## src/rtl/knn_dist_gen_if.sv

```systemverilog
// Insert-side and dataset-memory bus of the KNN distance generator.
// The generator is the master: it drives the read port of the dataset
// memory and pushes {datap_id, dist_entry} entries into the neighbour list.
interface knn_dist_gen_if #(
  parameter int DATA_W  = 32,
  parameter int COORD_W = 16,
  parameter int ID_W    = 8
);
  logic [ID_W-1:0]      mem_addr;
  logic                 mem_en;
  logic [2*COORD_W-1:0] mem_rdata;
  logic                 ready;
  logic                 list_clr;
  logic                 valid;
  logic [ID_W-1:0]      datap_id;
  logic [DATA_W-1:0]    dist_entry;

  modport master (
    output mem_addr, mem_en, list_clr, valid, datap_id, dist_entry,
    input  mem_rdata, ready
  );

  modport slave (
    input  mem_addr, mem_en, list_clr, valid, datap_id, dist_entry,
    output mem_rdata, ready
  );
endinterface

```

## src/rtl/knn_dist_gen.sv

```systemverilog
// Distance-generation front end for the KNN accelerator.
// Walks nbr_points dataset entries, computes the squared Euclidean distance
// to a latched test point and emits one saturated entry per point, in
// address order, to the sorted neighbour list.
module knn_dist_gen #(
  parameter int DATA_W  = 32,
  parameter int COORD_W = 16,
  parameter int ID_W    = 8
) (
  input  logic                      clk,
  input  logic                      rst,
  input  logic                      start,
  input  logic signed [COORD_W-1:0] test_x,
  input  logic signed [COORD_W-1:0] test_y,
  input  logic [ID_W-1:0]           nbr_points,
  output logic                      busy,
  output logic                      done,
  knn_dist_gen_if.master            bus
);

  localparam int DIFF_W = COORD_W + 1;
  localparam int SQ_W   = 2 * COORD_W + 2;
  localparam int SUM_W  = 2 * COORD_W + 3;
  // All-ones is the list's empty marker, so the largest legal distance is one below it.
  localparam logic [DATA_W-1:0] DIST_SAT = {{(DATA_W-1){1'b1}}, 1'b0};

  typedef enum logic [2:0] {
    S_IDLE,
    S_CLEAR,
    S_FETCH,
    S_WAIT,
    S_CALC,
    S_EMIT,
    S_FIN
  } state_t;

  state_t                    state_q;
  logic signed [COORD_W-1:0] tx_q;
  logic signed [COORD_W-1:0] ty_q;
  logic [ID_W-1:0]           nbr_q;
  logic [ID_W-1:0]           idx_q;
  logic signed [DIFF_W-1:0]  dx_q;
  logic signed [DIFF_W-1:0]  dy_q;
  logic [ID_W-1:0]           mem_addr_q;
  logic                      mem_en_q;
  logic                      list_clr_q;
  logic                      valid_q;
  logic [ID_W-1:0]           datap_id_q;
  logic [DATA_W-1:0]         dist_q;
  logic                      busy_q;
  logic                      done_q;

  logic signed [COORD_W-1:0] rx;
  logic signed [COORD_W-1:0] ry;
  logic signed [DIFF_W-1:0]  dx_d;
  logic signed [DIFF_W-1:0]  dy_d;
  logic signed [SQ_W-1:0]    dx_ext;
  logic signed [SQ_W-1:0]    dy_ext;
  logic signed [SQ_W-1:0]    sq_x;
  logic signed [SQ_W-1:0]    sq_y;
  logic [SUM_W-1:0]          sum_d;
  logic [DATA_W-1:0]         dist_d;
  logic [ID_W-1:0]           idx_inc;

  // Distance datapath: differences from the memory word, squares and saturation.
  always_comb begin
    rx      = bus.mem_rdata[COORD_W-1:0];
    ry      = bus.mem_rdata[2*COORD_W-1:COORD_W];
    dx_d    = {tx_q[COORD_W-1], tx_q} - {rx[COORD_W-1], rx};
    dy_d    = {ty_q[COORD_W-1], ty_q} - {ry[COORD_W-1], ry};
    dx_ext  = SQ_W'(dx_q);
    dy_ext  = SQ_W'(dy_q);
    // Squares are non-negative and fit in SQ_W bits, so treat them as unsigned.
    sq_x    = dx_ext * dx_ext;
    sq_y    = dy_ext * dy_ext;
    sum_d   = {1'b0, $unsigned(sq_x)} + {1'b0, $unsigned(sq_y)};
    dist_d  = (sum_d > SUM_W'(DIST_SAT)) ? DIST_SAT : sum_d[DATA_W-1:0];
    idx_inc = idx_q + 1'b1;
  end

  // Control FSM with all outputs registered.
  always_ff @(posedge clk or posedge rst) begin
    if (rst) begin
      state_q    <= S_IDLE;
      tx_q       <= '0;
      ty_q       <= '0;
      nbr_q      <= '0;
      idx_q      <= '0;
      dx_q       <= '0;
      dy_q       <= '0;
      mem_addr_q <= '0;
      mem_en_q   <= 1'b0;
      list_clr_q <= 1'b0;
      valid_q    <= 1'b0;
      datap_id_q <= '0;
      dist_q     <= '0;
      busy_q     <= 1'b0;
      done_q     <= 1'b0;
    end else begin
      list_clr_q <= 1'b0;
      done_q     <= 1'b0;
      mem_en_q   <= 1'b0;
      case (state_q)
        S_IDLE: begin
          if (start) begin
            tx_q       <= test_x;
            ty_q       <= test_y;
            nbr_q      <= nbr_points;
            idx_q      <= '0;
            list_clr_q <= 1'b1;
            busy_q     <= 1'b1;
            state_q    <= S_CLEAR;
          end
        end
        S_CLEAR: begin
          if (nbr_q == '0) begin
            done_q  <= 1'b1;
            busy_q  <= 1'b0;
            state_q <= S_FIN;
          end else begin
            mem_en_q   <= 1'b1;
            mem_addr_q <= idx_q;
            state_q    <= S_FETCH;
          end
        end
        S_FETCH: begin
          state_q <= S_WAIT;
        end
        S_WAIT: begin
          dx_q    <= dx_d;
          dy_q    <= dy_d;
          state_q <= S_CALC;
        end
        S_CALC: begin
          dist_q     <= dist_d;
          datap_id_q <= idx_q;
          valid_q    <= 1'b1;
          state_q    <= S_EMIT;
        end
        S_EMIT: begin
          // Entry stays frozen until the list accepts it.
          if (bus.ready) begin
            valid_q <= 1'b0;
            idx_q   <= idx_inc;
            if (idx_inc == nbr_q) begin
              done_q  <= 1'b1;
              busy_q  <= 1'b0;
              state_q <= S_FIN;
            end else begin
              mem_en_q   <= 1'b1;
              mem_addr_q <= idx_inc;
              state_q    <= S_FETCH;
            end
          end
        end
        S_FIN: begin
          state_q <= S_IDLE;
        end
        default: begin
          state_q <= S_IDLE;
        end
      endcase
    end
  end

  assign bus.mem_addr   = mem_addr_q;
  assign bus.mem_en     = mem_en_q;
  assign bus.list_clr   = list_clr_q;
  assign bus.valid      = valid_q;
  assign bus.datap_id   = datap_id_q;
  assign bus.dist_entry = dist_q;
  assign busy           = busy_q;
  assign done           = done_q;

endmodule

```

## src/flat_wrapper.sv

```systemverilog
// flat-port wrapper written by rule: the top's interface ports become plain ports
module knn_dist_gen_flat 
#(
  parameter int DATA_W  = 32,
  parameter int COORD_W = 16,
  parameter int ID_W    = 8
)
  (clk, rst, start, test_x, test_y, nbr_points, busy, done, bus_mem_addr, bus_mem_en, bus_list_clr, bus_valid, bus_datap_id, bus_dist_entry, bus_mem_rdata, bus_ready);
  knn_dist_gen_if #(.DATA_W(DATA_W), .COORD_W(COORD_W), .ID_W(ID_W)) bus_i ();
  input  logic clk;
  input  logic rst;
  input  logic start;
  input  logic signed [COORD_W-1:0] test_x;
  input  logic signed [COORD_W-1:0] test_y;
  input  logic [ID_W-1:0] nbr_points;
  output logic busy;
  output logic done;
  output wire logic [$bits(bus_i.mem_addr)-1:0] bus_mem_addr;
  output wire logic [$bits(bus_i.mem_en)-1:0] bus_mem_en;
  output wire logic [$bits(bus_i.list_clr)-1:0] bus_list_clr;
  output wire logic [$bits(bus_i.valid)-1:0] bus_valid;
  output wire logic [$bits(bus_i.datap_id)-1:0] bus_datap_id;
  output wire logic [$bits(bus_i.dist_entry)-1:0] bus_dist_entry;
  input wire logic [$bits(bus_i.mem_rdata)-1:0] bus_mem_rdata;
  input wire logic [$bits(bus_i.ready)-1:0] bus_ready;
  assign bus_mem_addr = bus_i.mem_addr;
  assign bus_mem_en = bus_i.mem_en;
  assign bus_list_clr = bus_i.list_clr;
  assign bus_valid = bus_i.valid;
  assign bus_datap_id = bus_i.datap_id;
  assign bus_dist_entry = bus_i.dist_entry;
  assign bus_i.mem_rdata = bus_mem_rdata;
  assign bus_i.ready = bus_ready;
  knn_dist_gen #(.DATA_W(DATA_W), .COORD_W(COORD_W), .ID_W(ID_W)) u_core (.clk(clk), .rst(rst), .start(start), .test_x(test_x), .test_y(test_y), .nbr_points(nbr_points), .busy(busy), .done(done), .bus(bus_i));
endmodule
```

## config.mk

```make
export PLATFORM = sky130hd
export DESIGN_NAME = knn_dist_gen_flat
export DESIGN_NICKNAME = d
export VERILOG_FILES = /design/src/rtl/knn_dist_gen_if.sv /design/src/rtl/knn_dist_gen.sv /design/src/flat_wrapper.sv
export SDC_FILE = /design/constraint.sdc
export NUM_CORES = 2
export LEC_CHECK = 0
export ABC_CLOCK_PERIOD_IN_PS = 16300
export CAP_MARGIN = 15
export CORE_MARGIN = 3
export CORE_UTILIZATION = 33
export DETAILED_ROUTE_END_ITERATION = 8
export MAX_ROUTING_LAYER = met4
export PLACE_DENSITY_LB_ADDON = 0.12
export SETUP_SLACK_MARGIN = 0.1
export SLEW_MARGIN = 20
export SYNTH_ARGS = -nofsm -noshare
export SYNTH_HDL_FRONTEND = slang
export SYNTH_SLANG_ARGS = --single-unit
```

## constraint.sdc

```tcl
create_clock -name clk -period 16.3 [get_ports clk]
set_input_delay 1.63 -clock clk [delete_from_list [all_inputs] [get_ports clk]]
set_output_delay 1.63 -clock clk [all_outputs]
set_load 0.02 [all_outputs]
```

==> results.md <==
- The post-synthesis instance area is 28,200 µm².
- The top-level I/O count is 129.
- The largest single stage delay on the critical path is 1030 ps.
- Hold repair after CTS inserted 0 buffers.
- The commonest non-fill, non-tap cell in the layout is sky130_fd_sc_hd__inv_1.
- The final worst clock skew is 25.2 ps.
- The number of register bits inferred by synthesis is 138.
- The path type of the worst setup path is flip-flop to flip-flop.
- Once the floorplan was initialized, standard cells occupied 33.5% of the core.
- The launching element type of the critical path is a flip-flop.
- The clock drives 138 sinks.
- On the critical path, the stage with the largest delay is an instance of sky130_fd_sc_hd__dfrtp_1.
- The share of final-layout standard cells stronger than drive strength 1 is 4.09%.
- At the end of routability-driven placement, the weighted congestion stood at 0.869.
- The post-synthesis adder-cell area fraction is 49.3%.
- The vertical die dimension is 298 µm.
- The cell count after synthesis came out at 2,995.
- The clock buffer count from CTS is 17.
- The final number of max-transition violations is 0.
- The area growth from synthesis to layout is 10.9%.
- In the final routed layout, each cell accounts on average for 17.5 µm.
- The top cell types in the final layout, fill and taps aside, are sky130_fd_sc_hd__inv_1, sky130_fd_sc_hd__fa_1, sky130_fd_sc_hd__nand2_1, sky130_fd_sc_hd__ha_1, sky130_fd_sc_hd__dfrtp_1.
- In this run the tightest slew margin relative to its limit is 28.1%.
- Entering global routing, the biggest net connects 90 pins.
- TritonCTS built the clock tree.
- After Yosys synthesis, XOR and XNOR cells account for 4.53% of the synthesized area.
- The level count of the clock H-tree is 4.
- The number of global-route vias before repair is 22,314.
- The final critical path takes up 55.5% of the cycle.
- The netlist uses 75 different library cells.
- The initial antenna violation count is 3.
- The clock-pin slew on the worst setup and hold paths is 80 ps.
- The dominant register cell in the synthesized netlist is sky130_fd_sc_hd__dfrtp_1.
- For flop-to-flop paths, the worst setup slack is 7260 ps.
- The combinational family with the most area after synthesis is adder cells.
- For this run the aggregate overflow at the end of global routing stands at 0.
- The average instance area after synthesis is 9.42 µm².
- Setup repair after global routing left no endpoint under its margin.
- Max-cap violations in this run came to 0.
- For the worst setup path, the data arrival time is 9390 ps.
- The nature of the critical path endpoint is a flip-flop.
- The largest buffer count on any clock path is 2.
- For this block, the initial DRC count from the detailed router was 881.
- In the synthesized netlist, mux cells make up 2.19% of the area.
- The post-synthesis net count is 3,858.
- The vias after detailed routing is 19,883.
- The cell at the root of the clock tree is sky130_fd_sc_hd__clkbuf_16.
- Gates resized during post-CTS repair numbered 0.
- The flow ran to the end, and the final reports show no timing, DRC or antenna violations.
- The horizontal extent of the die is 298 µm.
- The total negative slack for setup checks is 0 ps.
- The worst hold-check path type is flip-flop to flip-flop.
- Once detailed placement completed, the half-perimeter wirelength came to 62,100 µm.
- Sequential elements use 12.2% of the synthesized area.
- After Yosys synthesis, and, or, nand and nor cells account for 11.0% of the synthesized area.
- The row count is 106.
- In this run the tool buffered the top-level ports with 128 buffer cells.
- After detailed routing, the number of remaining DRC violations is 0.
- The top achievable clock speed is 0.111 GHz.
- The core region area is 84,200 µm².
- The length of the first detailed-routing pass in iterations is 5.
- The final layout contains routed wiring with a total length of 73,800 µm.
- Global routing used 17.9% of the available tracks.
- The worst endpoint required time is 16,650 ps.
- The first-pass GRT wire length is 121,000 µm.
- The synthesized design contains 0 enable-type register cells.
- After filler insertion, the fill cell instance count of the layout stands at 8,576.
- Global routing used 24.3% of the available met1 tracks.
- At the pin with the least slew margin, the transition time is 1070 ps.
- The net count of the finished layout is 3,931.
- The post-CTS setup buffer count is 0.
- The count of final setup violators is 0.
- The later-pin clock latency in the skew report is 480 ps.
- For this run, global-route usage on met3 was measured as 2.63%.
- Of all nets on the critical path, the largest fanout is 32.
- The average vias per placed instance is 4.71.
- The worst path in the final design needs a cycle of 9040 ps, including I/O delays and setup.
- The number of warnings reported in the yosys synthesis log is 0.
- The most congested layer reported by global routing is met2.
- The compound-gate portion of the synthesized area is 9.46%.
- Of all flip-flops after synthesis, the portion carrying an async set or reset was 100%.
- The floorplan step defined a die boundary enclosing 89,000 µm².
- Global routing consumed, on the met2 layer, 29.2% of the routing resources.
- The total count of hold-check failures in the final report is 0.
- The antenna violation net count after detailed routing is 0.
## worst max-delay path, delay by kind of cell, from the launching register on
| family | cells | cell delay [ps] |
|---|---|---|
| XOR/XNOR | 1 | 160 |
| buffers and inverters | 7 | 960 |
| AND/OR/NAND/NOR | 5 | 1040 |
| adder cells (fa/ha/maj) | 8 | 3570 |
| AO/OA/AOI/OAI | 11 | 2130 |
| flip-flops | 1 | 1030 |
## synth_stat cells, types with 8 or more instances
master | number | share of area [%]
sky130_fd_sc_hd__inv_1 | 744 | 9.9
sky130_fd_sc_hd__fa_1 | 542 | 38
sky130_fd_sc_hd__nand2_1 | 253 | 3.4
sky130_fd_sc_hd__ha_1 | 245 | 11
sky130_fd_sc_hd__dfrtp_1 | 138 | 12
sky130_fd_sc_hd__nor2_1 | 114 | 1.5
sky130_fd_sc_hd__xnor2_1 | 103 | 3.2
sky130_fd_sc_hd__and2_1 | 98 | 2.2
sky130_fd_sc_hd__a21oi_1 | 86 | 1.5
sky130_fd_sc_hd__clkbuf_1 | 80 | 1.1
sky130_fd_sc_hd__o21ai_0 | 68 | 1.2
sky130_fd_sc_hd__mux2_2 | 46 | 1.8
sky130_fd_sc_hd__a21o_1 | 43 | 1.1
sky130_fd_sc_hd__xor2_1 | 43 | 1.3
sky130_fd_sc_hd__nand3_1 | 32 | 0.57
sky130_fd_sc_hd__nor2b_1 | 32 | 0.71
sky130_fd_sc_hd__o22a_1 | 31 | 0.96
sky130_fd_sc_hd__nor3_1 | 29 | 0.51
sky130_fd_sc_hd__o31ai_1 | 23 | 0.61
sky130_fd_sc_hd__nand2b_1 | 22 | 0.49
sky130_fd_sc_hd__o21ai_1 | 16 | 0.28
sky130_fd_sc_hd__o21bai_1 | 16 | 0.43
sky130_fd_sc_hd__o21a_1 | 15 | 0.40
sky130_fd_sc_hd__and3_1 | 12 | 0.27
sky130_fd_sc_hd__a31o_2 | 11 | 0.34
sky130_fd_sc_hd__a211oi_1 | 10 | 0.27
sky130_fd_sc_hd__nand3b_1 | 8 | 0.21
sky130_fd_sc_hd__nand4_1 | 8 | 0.18
sky130_fd_sc_hd__o211ai_1 | 8 | 0.21
## cells by family (layout without fill, tap and decap cells)
kind of cell,Yosys count,count (layout)
buf+inv,835,921
fa+ha+maj,787,787
simple gates,646,646
flops,138,138
other cells,0,2
xor+xnor,146,146
mux,55,55
compound gates,388,388
## worst paths after layout
check	startpoint	endpoint	cells after the start
worst max register to register	u_core.dy_q[2]	u_core.bus.dist_entry[27]	32
worst max-delay path	u_core.dy_q[2]	u_core.bus.dist_entry[27]	32
min in group asynchronous	rst	u_core.tx_q[14]	2
worst min-delay path	u_core.bus.mem_addr[2]	u_core.bus.mem_addr[2]	1
max in group asynchronous	rst	u_core.dy_q[4]	3
worst min register to register	u_core.bus.mem_addr[2]	u_core.bus.mem_addr[2]	1
## flip-flops by register name, summed over array words and instances (netlist names)
register	cells
u_core.bus.list_clr	1
u_core.bus.datap_id	8
u_core.dy_q	17
u_core.bus.mem_addr	8
u_core.done	1
u_core.nbr_q	8
u_core.ty_q	16
u_core.bus.valid	1
u_core.bus.dist_entry	32
u_core.busy	1
u_core.state_q	3
u_core.tx_q	16
u_core.dx_q	17
u_core.idx_q	8
u_core.bus.mem_en	1
## final cells by class
| cell class | count | area (µm²) | area share (%) |
|---|---|---|---|
| Multi-Input combinational cell | 2022 | 21600 | 69.1 |
| Sequential cell | 138 | 3450 | 11.0 |
| Inverter | 747 | 2810 | 8.98 |
| Tap cell | 1134 | 1420 | 4.54 |
| Timing Repair Buffer | 142 | 1390 | 4.43 |
| Clock buffer | 17 | 425 | 1.36 |
| Clock inverter | 15 | 164 | 0.524 |
| Antenna cell | 2 | 5.00 | 0.0160 |
## stage by stage
stage,instances,setup WS [ps],hold slack [ps],instance area (µm²),utilization (%)
after floorplan,2995,8200,485,28200,-
after global placement,4183,7410,475,30700,36.4
after detailed placement,4183,7270,474,30700,36.4
after CTS,4215,7230,491,31300,37.1
after global routing,4216,6600,523,31300,37.1
final,4217,7260,489,31300,37.1
## routing by layer
| metal | up-vias | part of all wire, % |
|---|---|---|
| li1 | 9397 | - |
| met1 | 10116 | 47 |
| met2 | 331 | 48 |
| met3 | 39 | 3.8 |
| met4 | 0 | 0.91 |
| met5 | - | 0 |
Power is left out: the tool's default activity adds up to more than one toggle a clock period on the data nets, which glitch-free logic cannot reach.
